**src/rtl/if_fetch.sv**
```systemverilog
// ---------------------------------------------------------------------------
// if_fetch -- instruction fetch stage with a single decode-facing register.
//
// Holds the program counter, drives the instruction memory with a word
// address, captures the returned word into a valid/ready handshake register
// for decode, and counts instructions accepted by decode. A branch redirect
// from execute overrides every other update in its cycle.
//
// Ports:
//   clk            in   sole clock, rising edge
//   rst_n          in   asynchronous active-low reset
//   fetch_en       in   1 = fetching permitted
//   rom_ce         out  instruction-memory enable (high only while running)
//   rom_addr       out  word address into instruction memory (pc[ADDR_W+1:2])
//   rom_inst       in   instruction word, combinationally valid with rom_addr
//   branch_valid   in   single-cycle redirect request
//   branch_target  in   redirect byte address
//   id_valid       out  id_pc/id_inst hold an instruction for decode
//   id_ready       in   decode accepts the instruction this cycle
//   id_pc          out  byte address of id_inst
//   id_inst        out  fetched instruction
//   fetch_cnt      out  instructions accepted by decode since reset (wraps)
// ---------------------------------------------------------------------------
module if_fetch #(
    parameter logic [31:0] RESET_PC = 32'h0,
    parameter int unsigned ADDR_W   = 6
) (
    input  logic              clk,
    input  logic              rst_n,
    input  logic              fetch_en,
    output logic              rom_ce,
    output logic [ADDR_W-1:0] rom_addr,
    input  logic [31:0]       rom_inst,
    input  logic              branch_valid,
    input  logic [31:0]       branch_target,
    output logic              id_valid,
    input  logic              id_ready,
    output logic [31:0]       id_pc,
    output logic [31:0]       id_inst,
    output logic [31:0]       fetch_cnt
);

    typedef enum logic {
        S_IDLE = 1'b0,
        S_RUN  = 1'b1
    } state_e;

    state_e      state_q, state_d;
    logic [31:0] pc_q,    pc_d;
    logic        valid_q, valid_d;
    logic [31:0] id_pc_q, id_pc_d;
    logic [31:0] inst_q,  inst_d;
    logic [31:0] cnt_q,   cnt_d;

    logic        acc;
    logic        ld;

    always_ff @(posedge clk or negedge rst_n) begin
        if (!rst_n) begin
            state_q <= S_IDLE;
            pc_q    <= RESET_PC;
            valid_q <= 1'b0;
            id_pc_q <= '0;
            inst_q  <= '0;
            cnt_q   <= '0;
        end else begin
            state_q <= state_d;
            pc_q    <= pc_d;
            valid_q <= valid_d;
            id_pc_q <= id_pc_d;
            inst_q  <= inst_d;
            cnt_q   <= cnt_d;
        end
    end

    always_comb begin
        acc = valid_q & id_ready;
        // A load also needs fetch_en: in the last RUN cycle before dropping
        // to IDLE the register may only drain, never refill.
        ld  = (state_q == S_RUN) & fetch_en & (~valid_q | id_ready) & ~branch_valid;

        state_d = fetch_en ? S_RUN : S_IDLE;
        pc_d    = pc_q;
        valid_d = valid_q;
        id_pc_d = id_pc_q;
        inst_d  = inst_q;
        cnt_d   = cnt_q + 32'(acc);

        if (branch_valid) begin
            pc_d    = branch_target;
            valid_d = 1'b0;
            inst_d  = '0;
        end else if (ld) begin
            inst_d  = rom_inst;
            id_pc_d = pc_q;
            valid_d = 1'b1;
            pc_d    = pc_q + 32'd4;
        end else if (acc) begin
            valid_d = 1'b0;
        end
    end

    assign rom_ce    = (state_q == S_RUN);
    assign rom_addr  = pc_q[ADDR_W+1:2];
    assign id_valid  = valid_q;
    assign id_pc     = id_pc_q;
    assign id_inst   = inst_q;
    assign fetch_cnt = cnt_q;

endmodule

```
**config.mk**
```make
export PLATFORM = sky130hd
export DESIGN_NAME = if_fetch
export DESIGN_NICKNAME = d
export VERILOG_FILES = /design/src/rtl/if_fetch.sv
export SDC_FILE = /design/constraint.sdc
export NUM_CORES = 1
export LEC_CHECK = 0
export BUFFER_PORTS_ARGS = -buffer_cell sky130_fd_sc_hd__buf_2
export CAP_MARGIN = 30
export CELL_PAD_IN_SITES_DETAIL_PLACEMENT = 1
export CELL_PAD_IN_SITES_GLOBAL_PLACEMENT = 1
export CORE_MARGIN = 2
export CORE_UTILIZATION = 40
export CTS_CLUSTER_SIZE = 25
export DETAILED_ROUTE_END_ITERATION = 8
export PLACE_DENSITY = 0.82
export SYNTH_ARGS = -nofsm -noshare
export SYNTH_HDL_FRONTEND = slang
export SYNTH_SLANG_ARGS = --single-unit
```
**constraint.sdc**
```tcl
create_clock -name clk -period 2.3 [get_ports clk]
set_clock_uncertainty 0.2 [all_clocks]
set_input_delay 0.23 -clock clk [delete_from_list [all_inputs] [get_ports clk]]
set_output_delay 0.23 -clock clk [all_outputs]
set_load 0.03 [all_outputs]
```
==> metrics.md <==
| Metric | Value |
|---|---|
| Power Density | a little over 800 nW/µm² |
| Via count | 5,790 |
| CP delay by family, top | simple AND/OR/NAND/NOR gates |
| Initial antenna violation count | 0 |
| Clk Latency, worst-skew pair | 420 ps |
| Layout cell share with drive strength beyond 1 | about a third |
| Largest net degree at the start of global routing | 54 |
| Tmin final | 2240 ps |
| Die Span Y | 127 µm |
| Synthesized Nets | 659 |
| Register-to-Register Path Depth | 4 |
| Crit-path slowest cell | dlygate4sd3_1 |
| Hold Path End | fetch_cnt[0] |
| Vias in the first global route | 6,322 |
| Core area | 14,600 µm² |
| Synth Area per Inst | 10.3 µm² |
| VDD IR max | approximately 0.00056 V |
| Final Util | 57.7% |
| Unrepaired setup endpoints after global routing | no |
| Largest area contributor in the netlist | dfrtp_1 |
| Setup Total Neg Slack | 0 ps |
| M1 WL | 8.50 mm |
| R2r endpoint | pc_q[22] |
| CTS Buf Count | 17 |
| Min setup slack post-route | roughly 65 ps |
| H-tree levels | 4 |
| Slew Limit Fails | 0 |
| Buffers & Inverters on Critical Path | 3 |
| Post-synth top cells | 130 x dfrtp_1, 99 x nand2_1, 39 x nand3_1 |
| Crit path arrival time | 2340 ps |
| Antenna Violating Nets Remaining | 0 |
| Fin nets | between 900 and 1,000 |
| Post-Synthesis Cells | between 500 and 600 |
| Post-Syn Area | 6030 µm² |
| Async S/R FF share, synth | 100% |
| Clk Tree Root Cell | clkbuf_16 |
| Routed wl met3 | roughly 1.1 mm |
| Largest cells by area after synthesis | dfrtp_1 54%, mux2_2 6.3%, nand2_1 6.2%, xnor2_1 3.6%, nand3_1 3.2% |
| CP required | 2400 ps |
| Initial drt markers | just over 400 |
| Most common cell in the netlist | dfrtp_1 |
| Static Leak | 3.92 nW |
| Pwr Total | 6.99 mW |
| Area grow syn2layout | 40.2% |
| Worst-path fanout max | 18 |
| # setup viols final | 0 |
| CTS tree | done |
| WL met2 | around 11 mm |
| Overall routing resource usage | 27.1% |
| Fmax | 447 MHz |
| Drt pass-1 iters | 4 |
| # fillers | around 1,600 |
| Critical path capture point type | flop |
| DRC Markers | 0 |
| Row cnt | 44 |
| Hold Violations, Final | 0 |
| HP Start | id_ready |
| Syn. warnings | 0 |
| Post-route clock period utilization | 97.2% |
| Starting density of the core | 41.2% |
| Post-DP HPWL | 13.2 mm |
| DR WL/cell | about 21 µm |
| Worst-Margin Slew | approximately 630 ps |
| Port Buf Inserts | 172 |
| First-pass GRT wire length | 33.9 mm |
| Worst-path cell chain | dlygate4sd3_1, buf_2, and2_1, nand3_1, buf_4, or4_1, a31oi_1 |
| Startpoint types | input port |
| Post-synth top area share | 54.0% |
| Worst hold stages | 3 |
| Post-synth EDFFs | 0 |
| Placer Congestion | 0.829 |
| Max Used Layer | met4 |
| Die width | around 130 µm |
| # IOs | 173 |
| Grt total ovfl | 0 |
| Via density | between 5 and 6 |
| Max clock buf depth | 2 |
| Worst-path clk slew | 60 ps |
| # Max-Cap Violations | 0 |
| CP Launch Point | fetch_en |
| Total routed wirelength | 21.4 mm |
| Post-synth cell types | 48 |
| Main synth FF type | dfrtp_1 |
| HP Class | input port to flop |
| Setup CP Type | input port to flop |
| Outcome | complete, no violations |
| Synth Register Bits | 130 |
| Max-slew headroom | 57.9% |
| DP Worst Slack | 94.4 ps |
| Slowest stage delay, CP | approximately 530 ps |
| CTS sink count | 130 |
| Sequential fraction of the synthesis area | 54.0% |
| Overall die area | roughly 16,000 µm² |
| Reg2reg start | pc_q[5] |
| Reg-to-reg slack, setup | 110 ps |
-- cell usage in the layout (no fill, tap or decap), drive strengths merged, types with 11 or more instances in the layout --
cell	instances
buf	195
dfrtp	130
nand2	99
dlygate4sd3	65
nand3	39
mux2	34
a21oi	34
xnor2	25
nand4	25
nor2	22
clkbuf	20
nor4	12
xor2	11
o21ai	11
-- worst reg2reg max path, delay by kind of cell, from the launching register on --
family | cells | cell delay, ps
simple gates | 3 | 880
compound gates | 1 | 520
flops | 1 | 420
-- power by group --
group	switching (mW)	internal [mW]	total (mW)
Sequential	0.246	2.54	2.79
Combinational	0.869	0.495	1.36
Clock	1.04	1.80	2.83
-- how the worst max path moves through the flow --
| stage | depth (start not counted) | end |
|---|---|---|
| CTS | 8 | fetch_cnt[30] |
| detailed placement | 8 | fetch_cnt[26] |
| global route | 8 | fetch_cnt[30] |
| floorplan | 7 | fetch_cnt[26] |
| finish | 7 | pc_q[21] |
| global placement | 8 | fetch_cnt[26] |
-- per-layer routing --
metal / track usage [%] / vias to the layer above
met4: 12.9 / 0
met2: 46.6 / 222
met5: 0 / -
met3: 6.28 / 67
li1: - / 2594
met1: 32.2 / 2907
-- metrics by stage --
step | std cells | hold slack, ps | cell area, µm²
after global routing | 1027 | 31.7 | 8450
after global placement | 930 | 5.15 | 7170
after detailed placement | 930 | 18.6 | 7170
after CTS | 1027 | 33.6 | 8440
final | 1028 | 38.2 | 8450
after floorplan | 586 | -266 | 6040
-- registers in the layout, summed over array words and instances, names as in the netlist --
register	count
id_valid	1
fetch_cnt	32
pc_q	32
id_inst	32
rom_ce	1
id_pc	32
-- timing repair --
item                                    in CTS  in global routing
endpoints found under the setup margin       0                  9
gates resized for setup                      0                  3
hold buffers                                65                  0
endpoints found under the hold margin      114                  0
buffers inserted                             0                  0
-- cell type report --
cell class	count	area, µm²	share of cell area [%]
antenna	1	2.50	0.0296
clock buffer	20	467	5.52
clock inverter	12	154	1.82
inverter	6	22.5	0.267
multi-input combinational	415	2620	30.9
sequential	130	3250	38.5
tap	184	230	2.72
timing repair buffer	260	1710	20.2
-- kinds of logic after synthesis --
kind of cell    Yosys count  share of synthesized area, %
compound gates           84                          9.03
xor+xnor                 36                          5.23
fa+ha+maj                 4                         0.830
buf+inv                  41                          3.07
flops                   130                          54.0
mux                      35                          6.52
simple gates            256                          21.4
(Power assumes the default switching activity.)
